===== config.mk =====
export PLATFORM = sky130hd
export DESIGN_NAME = tff_counter
export DESIGN_NICKNAME = d
export VERILOG_FILES = /design/src/rtl/tff_pkg.sv /design/src/rtl/tff_cell.sv /design/src/rtl/tff_counter.sv
export SDC_FILE = /design/constraint.sdc
export NUM_CORES = 1
export LEC_CHECK = 0
export CAP_MARGIN = 0
export CORE_MARGIN = 5
export CORE_UTILIZATION = 37
export CTS_CLUSTER_DIAMETER = 50
export DETAILED_ROUTE_END_ITERATION = 10
export PLACE_DENSITY_LB_ADDON = 0.1
export SETUP_SLACK_MARGIN = 0.2
export SLEW_MARGIN = 5
export SYNTH_ARGS = -nofsm -noshare
export SYNTH_HDL_FRONTEND = slang
export SYNTH_SLANG_ARGS = --single-unit

===== constraint.sdc =====
create_clock -name clk -period 1.8 [get_ports clk]
set_clock_uncertainty 0.2 [all_clocks]
set_input_delay 0.36 -clock clk [delete_from_list [all_inputs] [get_ports clk]]
set_output_delay 0.36 -clock clk [all_outputs]
set_load 0.05 [all_outputs]

===== src/rtl/tff_pkg.sv =====
// Shared definitions for the toggle-cell counter family.
package tff_pkg;

  typedef enum logic [1:0] {
    MODE_HOLD   = 2'b00,
    MODE_TOGGLE = 2'b01,
    MODE_UP     = 2'b10,
    MODE_DOWN   = 2'b11
  } mode_e;

endpackage


===== src/rtl/tff_cell.sv =====
// Single toggle flip-flop with synchronous reset value and parallel load.
module tff_cell (
  input  logic clk,
  input  logic reset,
  input  logic rst_val,
  input  logic load,
  input  logic d,
  input  logic t,
  output logic q
);

  always_ff @(posedge clk) begin
    if (reset)
      q <= rst_val;
    else if (load)
      q <= d;
    else if (t)
      q <= ~q;
  end

endmodule


===== src/rtl/tff_counter.sv =====
// WIDTH-bit counter/toggle register built from tff_cell instances, with
// wrap/saturate limits, registered terminal-count pulse and sticky overflow.
module tff_counter
  import tff_pkg::*;
#(
  parameter int unsigned        WIDTH     = 8,
  parameter bit                 SATURATE  = 1'b0,
  parameter logic [WIDTH-1:0]   RESET_VAL = '0
) (
  input  logic             clk,
  input  logic             reset,
  input  logic             en,
  input  logic [1:0]       mode,
  input  logic [WIDTH-1:0] t_mask,
  input  logic             load,
  input  logic [WIDTH-1:0] load_val,
  input  logic             clr_ovf,
  output logic [WIDTH-1:0] q,
  output logic             tc,
  output logic             ovf
);

  mode_e            mode_sel;
  logic [WIDTH-1:0] and_pre;
  logic [WIDTH-1:0] nor_pre;
  logic [WIDTH-1:0] t;
  logic             limit;

  assign mode_sel = mode_e'(mode);

  // and_pre[i] = all bits below i are 1; nor_pre[i] = all bits below i are 0
  always_comb begin
    and_pre    = '0;
    nor_pre    = '0;
    and_pre[0] = 1'b1;
    nor_pre[0] = 1'b1;
    for (int unsigned i = 1; i < WIDTH; i++) begin
      and_pre[i] = and_pre[i-1] & q[i-1];
      nor_pre[i] = nor_pre[i-1] & ~q[i-1];
    end
  end

  assign limit = en & (((mode_sel == MODE_UP) & (&q)) |
                       ((mode_sel == MODE_DOWN) & ~(|q)));

  always_comb begin
    t = '0;
    if (en) begin
      case (mode_sel)
        MODE_TOGGLE: t = t_mask;
        MODE_UP:     t = and_pre;
        MODE_DOWN:   t = nor_pre;
        default:     t = '0;
      endcase
    end
    if (SATURATE && limit)
      t = '0;
  end

  for (genvar i = 0; i < WIDTH; i++) begin : g_cell
    tff_cell u_cell (
      .clk     (clk),
      .reset   (reset),
      .rst_val (RESET_VAL[i]),
      .load    (load),
      .d       (load_val[i]),
      .t       (t[i]),
      .q       (q[i])
    );
  end

  // A limit event sets ovf even when clr_ovf is asserted the same cycle.
  always_ff @(posedge clk) begin
    if (reset) begin
      tc  <= 1'b0;
      ovf <= 1'b0;
    end else begin
      tc <= limit & ~load;
      if (limit && !load)
        ovf <= 1'b1;
      else if (clr_ovf)
        ovf <= 1'b0;
    end
  end

endmodule


# Word-level counts from Yosys, hierarchy flattened
# Index checks and enable logic that the tools add are counted.
[op_classes]
n_mux = 20
eq_ne = 3
n_reduce_logical = 13
n_bitwise = 27
[op_table]
columns = ["op", "n"]
rows = [
  ["$pmux W8 S3", 1],
  ["$mux W1", 18],
  ["$reduce_bool A2 Y1", 9],
  ["$and A1 B1 Y1", 16],
  ["$not A1 Y1", 10],
  ["$mux W8", 1],
  ["$reduce_and A8 Y1", 1],
  ["$reduce_or A8 Y1", 1],
  ["$eq A2 B2 Y1 const B", 2],
  ["$eq A2 B1 Y1 const B", 1],
  ["$logic_and A1 B1 Y1", 1],
  ["$logic_not A1 Y1", 1],
  ["$or A1 B1 Y1", 1],
]
[word_totals]
inputBits = 23
regBits = 10
wordCells = 73
out_inout_bits = 10

# Logic depth before layout (Yosys ltp)
[depth]
word_depth = 11
ltp_mapped = 6
depth_no_buf = 4

# Modules after synthesis
# A second synthesis with hierarchy kept.
[hier_totals]
hier_cells = 102
area_unflattened_um2 = 875.8
[modules_own_cells]
columns = ["module", "cells_each", "seq_area_each_um2", "instances", "area_each_um2"]
rows = [
  ["tff_cell", 6, 30.0, 8, 61.3],
  ["tff_counter", 54, 40.0, 1, 385.4],
]

# Worst setup path before layout
# Ideal clock, no wire load.
[synth_timing]
path_type = "flip-flop to flip-flop"
from = "register g_cell[2].u_cell.q"
to = "register g_cell[6].u_cell.q"
t_arrival_ps = 1616
setup_time_ps = 62
t_required_ps = 1538
path_stages_with_launch = 5
setup_slack_ps = -78
synth_period_minus_slack_ps = 1878
path_buffers = 0
cell_sequence = "dfxtp_1 or4b_4 or4_4 a31o_1 nand3_1"
[synth_between]
elab_chain_len = 8
word_cells_on_any_way = 12
cone_classes = "mux: 2; bitwise: 9; reduce/logical: 1"
[synth_lines]
columns = ["element", "line_no", "text"]
rows = [
  ["start: declaration", "tff_cell.sv:9", "output logic q"],
  ["start signal: assignment", "tff_cell.sv:14", "q <= rst_val;"],
  ["start signal: assignment", "tff_cell.sv:18", "q <= ~q;"],
  ["$not A1 Y1", "tff_counter.sv:39", "nor_pre[i] = nor_pre[i-1] & ~q[i-1];"],
  ["$and A1 B1 Y1 (4 in a row)", "tff_counter.sv:39", ""],
  ["$pmux W8 S3 (*)", "tff_counter.sv:49", "case (mode_sel)"],
  ["$mux W8 (*)", "tff_counter.sv:48", "if (en) begin"],
  ["$reduce_bool A2 Y1 (no source line) (*)", "n/a", ""],
  ["end signal: assignment", "tff_cell.sv:14", ""],
  ["end signal: assignment", "tff_cell.sv:18", ""],
  ["end: declaration", "tff_cell.sv:9", ""],
]
# Mark *: on every way between the ends. The rest lies on a longest branch, timed or not.
# A chain may end at the register's enable or synchronous reset.

# Final worst setup path
[layout_timing]
from = "register g_cell[1].u_cell.q"
to = "register g_cell[6].u_cell.q"
[layout_between]
elab_chain_len = 9
word_cells_on_any_way = 14
cone_classes = "mux: 2; bitwise: 11; reduce/logical: 1"
[layout_lines]
columns = ["element", "line_no"]
rows = [
  ["start: declaration", "tff_cell.sv:9"],
  ["start signal: assignment", "tff_cell.sv:14"],
  ["start signal: assignment", "tff_cell.sv:18"],
  ["$not A1 Y1", "tff_counter.sv:39"],
  ["$and A1 B1 Y1 (5 in a row)", "tff_counter.sv:39"],
  ["$pmux W8 S3 (*)", "tff_counter.sv:49"],
  ["$mux W8 (*)", "tff_counter.sv:48"],
  ["$reduce_bool A2 Y1 (no source line) (*)", "n/a"],
]
# Marked as above.

==> run_results.csv <==
group,metric,value,unit
synth,async_reset_ff_share,0,%
power,p_comb_share,45.6,%
synth,ys.flop_type,"dfxtp_1",
cts,hold_buffers,0,
detailed_routing,drt_iter0_drc,21,
die,ios,33,
cts,cts_buffer_depth,2,
detailed_routing,viasPerCell,5.38,
global_route,grt_max_degree,11,
power,power_density,538,nW/µm²
global_route,grt_pass1_vias,1086,
die,die-height,58.4,µm
timing,worstMarginPinSlew,368,ps
run_status,status,"finished with violations",
worst_setup_path,max_stage_delay,540,ps
detailed_routing,postRouteAntennaNets,0,
place,dp_slack,-502,ps
worst_setup_path,critical_path_required,1830,ps
cts,clkLatencyLatePin,280,ps
synth,yosysTopAreaCell,"dfxtp_1",
place,dp_hpwl,2160,µm
cts,cts_tree,"yes",
power,switching_share,33.4,%
synth,syn_nets,142,
worst_hold_path,hold_start,"ovf",
timing,fin_setup_tns,-12.4,ps
die,die-width,58.4,µm
synth,syn_area,866,µm²
timing,setup_slack,-12.4,ps
place,gp_congestion,0.859,
global_route,grt_remaining_overflow,0,
synth,syn_inst,119,
die,start_util,38.8,%
cts,clk_pin_slew,70,ps
die,fp-row-count,17,
cts,cts-root-buf,"clkbuf_4",
synth,ys_top_cells_by_count,"nand2_1, nor2_1, dfxtp_1",
run_status,violations,"negative setup slack",
synth,ys_seq_elements,10,
finish,utilization,72.0,%
worst_setup_path,reg2reg_depth,4,
synth,yosysMostFrequentCell,"nand2_1",
detailed_routing,post_drt_wl_per_cell,14.9,µm
timing,hold_viol_final,0,
worst_setup_path,worstSetupStartpointType,"flop",
worst_setup_path,worstReg2RegStart,"g_cell[1].u_cell.q",
synth,yosys_warnings,0,
worst_setup_path,path_cells,"or4b_4 > or4_4 > a31o_1 > nand3_1",
power,power.leakage,0.662,nW
power,clockPowerShare,24.9,%
timing,max_freq,0.552,GHz
timing,slew_viol_final,0,
power,p_sw,289,µW
worst_hold_path,whs_path_depth,2,
power,power_frac_seq,29.5,%
timing,finalSetupViolations,1,
global_route,grt_pass1_wl,4710,µm
finish,final.fill_count,181,
worst_hold_path,hp-class,"reg2reg",
synth,synth.distinct_cells,39,
worst_setup_path,slowest_stage,"or4b_4",
worst_setup_path,critPathMaxFanout,5,
die,core_area,2230,µm²
place,postPlaceCellArea,1410,µm²
finish,nets,199,
finish,fin_area,1610,µm²
worst_setup_path,end_kind,"flop",
synth,synthDominantCellAreaShare,23.1,%
timing,max_slew_margin,75.4,%
worst_setup_path,rrSetupSlack,-10,ps
timing,layout_min_cycle_time,1810,ps
synth,syn_area_per_cell,7.28,µm²
detailed_routing,vias,1092,
worst_setup_path,worst_ep_arrival_time,1840,ps
worst_setup_path,reg2reg_to,"g_cell[6].u_cell.q",
synth,ys_seq_area_share,23.1,%
worst_hold_path,min_to,"ovf",
place,port-buffer-count,32,
timing,rsz0062_at_grt,"true",
power,power,866,µW
power,p_int,577,µW
finish,area_delta_synth_final,85.8,%
worst_setup_path,worstSetupPathType,"reg2reg",
detailed_routing,routed_wl,3020,µm
global_route,antenna_found_initial,0,
cts,numCtsBuffers,3,
power,irDropWorstVdd,0.322,mV
detailed_routing,drcViolationCount,0,
finish,final-seq-area,208,µm²
finish,drive_above_1_share,42.3,%
die,dieArea,3410,µm²
detailed_routing,firstDrtPassIters,4,
synth,synth_edf_count,0,
cts,h-tree-depth,1,
synth,synth.area.top_cells,"dfxtp_1, buf_4, nand2_1, nor2_1, nor3b_1",
cts,cts.sinks,10,
finish,multi_input_area,659,µm²
timing,fin_crit_sh,101,%
finish,antenna-diode-count,0,
run,cap_violations,0,
global_route,track_usage,17.8,%
## worst max path at each step
stage / from / to
floorplan: g_cell[3].u_cell.q / g_cell[6].u_cell.q
global placement: mode[0] / g_cell[6].u_cell.q
detailed placement: mode[1] / g_cell[3].u_cell.q
CTS: g_cell[3].u_cell.q / g_cell[6].u_cell.q
global route: g_cell[1].u_cell.q / g_cell[6].u_cell.q
finish: g_cell[1].u_cell.q / g_cell[6].u_cell.q
## per-stage QoR
step,hold slack [ps],cells
finish,279,203
detailed placement,273,190
global route,326,203
CTS,283,200
global placement,258,190
floorplan,314,119
## cells in the final DEF, fill, tap and decap left out, types with 4 or more instances in the layout
cell              n
nand4_1           4
a21oi_1           5
nor3b_1           4
dlygate4sd2_1     4
buf_6             5
nand3_1           5
dfxtp_1           6
buf_4            31
nor2_1           11
nand2_1          12
clkdlybuf4s50_1  16
buf_12            8
## worst max-delay path, delay by kind of cell (launching register included)
kind	cells	cell delay, ps
AND/OR/NAND/NOR	3	1030
AO/OA/AOI/OAI	1	190
flip-flops	1	340
## state kept, by name, summed over array words and instances, names as in the netlist
signal	count
g_cell.u_cell.q	8
ovf	1
tc	1
## power groups by stage
stage               Combinational, mW  Clock [mW]  Sequential [mW]
global placement                0.342           0            0.258
floorplan                       0.166           0            0.263
CTS                             0.363       0.209            0.253
finish                          0.395       0.215            0.256
global route                    0.418       0.226            0.258
detailed placement              0.345           0            0.258
## routing by layer
metal	global-route usage (%)	part of all wire [%]	up-vias	routed length, µm
li1	-	-	548	-
met1	20.9	41	503	1230
met2	29.2	52	36	1570
met3	6.80	5.8	5	174
met4	6.62	1.4	0	43
met5	0	0	-	0
## kinds of logic (layout without fill, tap and decap cells)
kind of cell | after synthesis | in the layout | share of synthesized area, %
buffers and inverters | 17 | 73 | 10.8
AND/OR/NAND/NOR | 67 | 67 | 46.1
AO/OA/AOI/OAI | 25 | 25 | 19.9
flip-flops | 10 | 10 | 23.1
## final cells by class
type / count / area share, %
Multi-Input combinational cell: 92 / 41.0
Timing Repair Buffer: 66 / 41.0
Sequential cell: 10 / 12.9
Clock buffer: 4 / 2.26
Tap cell: 28 / 2.18
Inverter: 3 / 0.700
## timing repair
item | 4_1_cts | 5_1_grt
resized for setup | 17 | 20
endpoints found under the hold margin | 0 | 0
endpoints found under the setup margin | 10 | 11
buffers inserted | 6 | 3
pin swaps | 4 | 10
(Power assumes the default switching activity.)
